<file path="src/rtl/ram_input_ctrl.sv">
// Input-unit RAM sequencer: loads a host word stream into a single-port RAM, then streams it
// back out over valid/ready through a two-entry buffer that hides the one-cycle read latency.
module ram_input_ctrl #(
    parameter int unsigned DATA_WIDTH = 8,
    parameter int unsigned ADDR_WIDTH = 6
) (
    input  logic                  clk,
    input  logic                  rst,
    input  logic                  load_start,
    input  logic [ADDR_WIDTH:0]   load_len,
    input  logic                  in_valid,
    output logic                  in_ready,
    input  logic [DATA_WIDTH-1:0] in_data,
    input  logic                  rd_start,
    output logic                  out_valid,
    input  logic                  out_ready,
    output logic [DATA_WIDTH-1:0] out_data,
    output logic                  out_last,
    output logic                  ram_we,
    output logic [ADDR_WIDTH-1:0] ram_addr,
    output logic [DATA_WIDTH-1:0] ram_data,
    input  logic [DATA_WIDTH-1:0] ram_q,
    output logic [ADDR_WIDTH:0]   stored_len,
    output logic                  busy,
    output logic                  err
);

    localparam logic [1:0] StIdle   = 2'd0;
    localparam logic [1:0] StLoad   = 2'd1;
    localparam logic [1:0] StStream = 2'd2;

    localparam logic [ADDR_WIDTH:0] Depth  = {1'b1, {ADDR_WIDTH{1'b0}}};
    localparam logic [ADDR_WIDTH:0] PtrOne = {{ADDR_WIDTH{1'b0}}, 1'b1};

    logic [1:0]            state_q, state_d;
    logic [ADDR_WIDTH:0]   wr_ptr_q, wr_ptr_d;
    logic [ADDR_WIDTH:0]   rd_ptr_q, rd_ptr_d;
    logic [ADDR_WIDTH:0]   load_target_q, load_target_d;
    logic [ADDR_WIDTH:0]   stored_len_q, stored_len_d;
    logic [ADDR_WIDTH:0]   head_idx_q, head_idx_d;
    logic [1:0]            count_q, count_d;
    logic                  inflight_q, inflight_d;
    logic [DATA_WIDTH-1:0] buf0_q, buf0_d;
    logic [DATA_WIDTH-1:0] buf1_q, buf1_d;
    logic                  err_q, err_d;

    logic       wr_hs, push, pop, issue, load_ok, head_is_last;
    logic [2:0] occ_next;

    assign load_ok      = (load_len != '0) && (load_len <= Depth);
    assign in_ready     = (state_q == StLoad);
    assign wr_hs        = in_valid & in_ready;
    assign ram_we       = wr_hs;
    assign ram_data     = in_data;
    assign busy         = (state_q != StIdle);
    assign err          = err_q;
    assign stored_len   = stored_len_q;
    assign out_valid    = (count_q != 2'd0);
    assign out_data     = buf0_q;
    assign head_is_last = (head_idx_q == stored_len_q - PtrOne);
    assign out_last     = out_valid & head_is_last;
    assign push         = inflight_q;
    assign pop          = out_valid & out_ready;

    // Occupancy the buffer will have next cycle, counting the read already in flight.
    assign occ_next = {1'b0, count_q} + {2'b00, inflight_q} - {2'b00, pop};
    assign issue    = (state_q == StStream) && (rd_ptr_q < stored_len_q) && (occ_next < 3'd2);

    always_comb begin
        unique case (state_q)
            StLoad:   ram_addr = wr_ptr_q[ADDR_WIDTH-1:0];
            StStream: ram_addr = rd_ptr_q[ADDR_WIDTH-1:0];
            default:  ram_addr = '0;
        endcase
    end

    always_comb begin
        state_d       = state_q;
        wr_ptr_d      = wr_ptr_q;
        rd_ptr_d      = rd_ptr_q;
        load_target_d = load_target_q;
        stored_len_d  = stored_len_q;
        head_idx_d    = head_idx_q;
        count_d       = count_q;
        inflight_d    = issue;
        buf0_d        = buf0_q;
        buf1_d        = buf1_q;
        err_d         = 1'b0;

        if (issue) begin
            rd_ptr_d = rd_ptr_q + PtrOne;
        end
        if (pop) begin
            head_idx_d = head_idx_q + PtrOne;
        end

        // Head lives in buf0; buf1 only holds a second word while the head is stalled.
        case ({push, pop})
            2'b10: begin
                if (count_q == 2'd0) buf0_d = ram_q;
                else                 buf1_d = ram_q;
                count_d = count_q + 2'd1;
            end
            2'b01: begin
                buf0_d  = buf1_q;
                count_d = count_q - 2'd1;
            end
            2'b11: begin
                if (count_q == 2'd1) begin
                    buf0_d = ram_q;
                end else begin
                    buf0_d = buf1_q;
                    buf1_d = ram_q;
                end
            end
            default: ;
        endcase

        unique case (state_q)
            StIdle: begin
                if (load_start) begin
                    if (load_ok) begin
                        load_target_d = load_len;
                        wr_ptr_d      = '0;
                        stored_len_d  = '0;
                        state_d       = StLoad;
                    end else begin
                        err_d = 1'b1;
                    end
                end else if (rd_start) begin
                    if (stored_len_q != '0) begin
                        rd_ptr_d   = '0;
                        head_idx_d = '0;
                        count_d    = '0;
                        inflight_d = 1'b0;
                        state_d    = StStream;
                    end else begin
                        err_d = 1'b1;
                    end
                end
            end
            StLoad: begin
                if (wr_hs) begin
                    wr_ptr_d = wr_ptr_q + PtrOne;
                    if (wr_ptr_q == load_target_q - PtrOne) begin
                        stored_len_d = load_target_q;
                        state_d      = StIdle;
                    end
                end
            end
            StStream: begin
                if (pop && head_is_last) begin
                    count_d    = '0;
                    inflight_d = 1'b0;
                    state_d    = StIdle;
                end
            end
            default: state_d = StIdle;
        endcase
    end

    always_ff @(posedge clk) begin
        if (rst) begin
            state_q       <= StIdle;
            wr_ptr_q      <= '0;
            rd_ptr_q      <= '0;
            load_target_q <= '0;
            stored_len_q  <= '0;
            head_idx_q    <= '0;
            count_q       <= '0;
            inflight_q    <= 1'b0;
            buf0_q        <= '0;
            buf1_q        <= '0;
            err_q         <= 1'b0;
        end else begin
            state_q       <= state_d;
            wr_ptr_q      <= wr_ptr_d;
            rd_ptr_q      <= rd_ptr_d;
            load_target_q <= load_target_d;
            stored_len_q  <= stored_len_d;
            head_idx_q    <= head_idx_d;
            count_q       <= count_d;
            inflight_q    <= inflight_d;
            buf0_q        <= buf0_d;
            buf1_q        <= buf1_d;
            err_q         <= err_d;
        end
    end

    assert property (@(posedge clk) disable iff (rst) !(push && count_q == 2'd2));

endmodule

</file>
<file path="config.mk">
export PLATFORM = sky130hd
export DESIGN_NAME = ram_input_ctrl
export DESIGN_NICKNAME = d
export VERILOG_FILES = /design/src/rtl/ram_input_ctrl.sv
export SDC_FILE = /design/constraint.sdc
export NUM_CORES = 1
export LEC_CHECK = 0
export CORE_MARGIN = 5
export CORE_UTILIZATION = 45
export CTS_CLUSTER_DIAMETER = 60
export DETAILED_ROUTE_END_ITERATION = 6
export PLACE_DENSITY = 0.76
export SKIP_CTS_REPAIR_TIMING = 1
export SLEW_MARGIN = 20
export SYNTH_ARGS = -nofsm -noshare
export SYNTH_HDL_FRONTEND = slang
export SYNTH_SLANG_ARGS = --single-unit
</file>
<file path="constraint.sdc">
create_clock -name clk -period 7.2 [get_ports clk]
set_clock_uncertainty 0.2 [all_clocks]
set_input_delay 2.16 -clock clk [delete_from_list [all_inputs] [get_ports clk]]
set_output_delay 2.16 -clock clk [all_outputs]
set_load 0.05 [all_outputs]
</file>
==> flow_metrics.py <==
metrics = {
    "worst_setup_path": {
        "cp_slowest_cell": "clkdlybuf4s50_1",
        "critPathArrivalTime_ps": 3550,
        "critPathMaxFanout": 2,
        "r2r-end": "rd_ptr_q[2]$_SDFF_PP0_",
        "critPathMaxStageDelay_ps": 790,
        "critical_path_class": "in2out",
        "critPathCaptureType": "output port",
        "worstPathCellList": "clkdlybuf4s50_1 -> and2_1 -> clkdlybuf4s50_1",
        "path_buf_inv": 2,
        "reg2reg_depth": 12,
        "cpLargestDelayFamily": "buffers and inverters",
        "reg2reg_slack_ps": 3160,
        "critPathLaunchType": "primary input",
        "rr_startpoint": "count_q[1]$_SDFF_PP0_",
        "setup.worst_path.start": "in_valid",
        "cpMostUsedCell": "clkdlybuf4s50_1",
        "required_ps": 4840,
    },
    "logic_synthesis": {
        "yosysUniqueCellTypes": 51,
        "synthTopCellsByArea": "dfxtp_1 (34%), mux2i_1 (7.1%), ha_1 (6.7%)",
        "yosysSeqAreaShare": 0.338,
        "yosysTopAreaCellShare": 0.338,
        "synth_area_sq_mm": 0.00338,
        "yosys.area.top_type": "dfxtp_1",
        "async_flop_share": 0,
        "synth_edf_count": 0,
        "synthFlopType": "dfxtp_1",
        "yosys_warnings": 0,
        "syn_inst": 395,
        "ys_seq_elements": 57,
        "synth_common_cells": "dfxtp_1 (57), nor2_1 (54), nand2_1 (27), inv_1 (25), mux2i_1 (24)",
        "yosysMostFrequentCell": "dfxtp_1",
        "synth_area_per_cell_sq_um": 8.56,
        "syn-num-nets": 443,
    },
    "cells_and_area": {
        "drive_above_1_share": 0.0662,
        "antenna_cells": 0,
        "area_delta_synth_final_pct": 20.1,
        "nNetsFinal": 482,
        "fin_area_sq_mm": 0.00406,
    },
    "hold_path": {
        "min_from": "buf1_q[4]$_SDFFE_PP0P_",
        "worstHoldPathType": "reg2reg",
        "hold_depth": 2,
        "holdPathEnd": "buf1_q[4]$_SDFFE_PP0P_",
    },
    "route": {
        "top_layer_used": "met4",
        "drt-vias-per-instance": 5.40,
        "wl_per_cell_um": 14.6,
        "met3WireLength_um": 562,
        "antenna_left": 0,
        "wirelength_um": 7820,
        "num_vias": 2899,
        "drtPass1Iterations": 4,
        "post-route-drc-count": 0,
        "wl_met2_um": 3640,
        "wl_met1_um": 3470,
        "drt-initial-drc-count": 141,
    },
    "pwr": {
        "p_total_uw": 843,
        "cellLeakagePower_uw": 0.00152,
        "ir_worst_vdd_mv": 0.144,
        "p_per_area_mw_per_mm2": 208,
    },
    "sta": {
        "period_needed_ps": 5910,
        "maxSlewHeadroom": 0.318,
        "post-route-period-util": 0.820,
        "worst-slew-pin-transition_ps": 1020,
        "setup_viol": 0,
        "max_freq_ghz": 0.169,
        "rsz0062_at_grt": "no",
        "finalSetupTns_ps": 0,
        "finalHoldViolations": 0,
        "maxSlewViolCount": 0,
    },
    "job": {
        "drv_cap": 0,
    },
    "floorplanning": {
        "core_area_sq_mm": 0.00729,
        "num_rows": 31,
        "initial_core_util": 0.464,
        "fp.dieW_um": 96.7,
        "die_h_um": 96.7,
        "dieArea_sq_mm": 0.00935,
        "io_pins": 64,
    },
    "grt": {
        "grt_max_degree": 34,
        "grt_use_total": 0.172,
        "first_global_vias": 2891,
        "antenna_found_initial": 0,
        "gr-total-overflow": 0,
        "grt_pass1_wl_um": 13500,
    },
    "clocking": {
        "clkLatencyLatePin_ps": 330,
        "clkTransAtPathRegs_ps": 60,
        "clkSinkCount": 57,
        "root_buffer": "clkbuf_8",
        "numCtsBuffers": 9,
        "clockBufferDepth": 2,
        "cts_tree": "built",
        "h-tree-depth": 3,
    },
    "placed_design": {
        "dp_hpwl_um": 5880,
        "placed_area_sq_mm": 0.00388,
        "place_congestion": 0.864,
        "portBuffers": 47,
    },
    "status": {
        "status": "finished, final reports clean",
    },
}
through the flow:
| stage | util | setup WS (ps) | instances | hold WS [ps] |
|---|---|---|---|---|
| CTS | 0.557 | 1290 | 537 | 298 |
| finish | 0.557 | 1290 | 537 | 292 |
| global placement | 0.532 | 1310 | 522 | 272 |
| floorplan | - | 2020 | 395 | 260 |
| global route | 0.557 | 1250 | 537 | 322 |
| detailed placement | 0.532 | 1230 | 522 | 283 |
worst max-delay path by stage:
| stage | endpoint | slack (ps) | cells past startpoint |
|---|---|---|---|
| after floorplan | out_last | 2020 | 6 |
| after global placement | ram_we | 1310 | 3 |
| after detailed placement | rd_ptr_q[2]$_SDFF_PP0_ | 1230 | 11 |
| after CTS | ram_we | 1290 | 3 |
| after global routing | rd_ptr_q[2]$_SDFF_PP0_ | 1250 | 11 |
| final | ram_we | 1290 | 3 |
worst register-to-register path: stages, from the launching register on:
cell	delay (ps)
dfxtp_1	390
inv_1	100
ha_1	260
nor2b_1	410
inv_1	190
ha_1	380
nand2b_1	180
fa_1	380
xnor2_1	160
nand3_1	110
a31oi_1	760
a211oi_1	180
a31o_2	250
kinds of logic (layout without fill, tap and decap cells):
group           count (synthesis)  after routing  synth area share
buf+inv                        47             90            0.0618
mux                            24             24            0.0711
simple gates                  136            136             0.189
xor+xnor                       32             32            0.0892
flops                          57             57             0.338
compound gates                 80             80             0.178
fa+ha+maj                      19             19            0.0725
state kept, by name, indices dropped and copies added (netlist names):
name and cells:
buf1_q 8, count_q 2, err 1, head_idx_q 7, inflight_q 1, load_target_q 7, out_data 8, rd_ptr_q 7
state_q 2, stored_len 7, wr_ptr_q 7
metal layers:
metal | GRT usage | vias up
li1 | - | 1462
met1 | 0.214 | 1339
met2 | 0.274 | 87
met3 | 0.0532 | 11
met4 | 0.0767 | 0
met5 | 0 | -
placed cells by master, fill, tap and decap left out, types with 4 or more instances in the layout:
cell / instances
o21ai_0: 10
clkdlybuf4s50_1: 47
a211oi_1: 14
dfxtp_1: 57
inv_1: 25
ha_1: 18
nand3_1: 9
nand4_1: 6
xor2_1: 15
xnor2_1: 15
clkbuf_8: 9
a31o_2: 4
a21oi_1: 18
a41oi_1: 5
nand2_1: 27
nor2_1: 54
a22oi_1: 6
nor3_1: 9
nor2b_1: 8
mux2i_1: 24
nand2b_1: 5
and3_1: 6
final cells by class:
class | instances | area (sq um)
inverter | 25 | 93.8
clock inverter | 4 | 45.0
fill | 681 | 3230
timing repair buffer | 50 | 493
multi-input combinational | 291 | 2030
tap | 99 | 124
clock buffer | 11 | 131
sequential | 57 | 1140
power by group:
group | switching, uW | leakage [uW] | internal, uW
sequential | 11.7 | 0.000460 | 325
combinational | 139 | 0.000968 | 89.4
clock | 122 | 0.0000929 | 156
(Power assumes the default switching activity.)
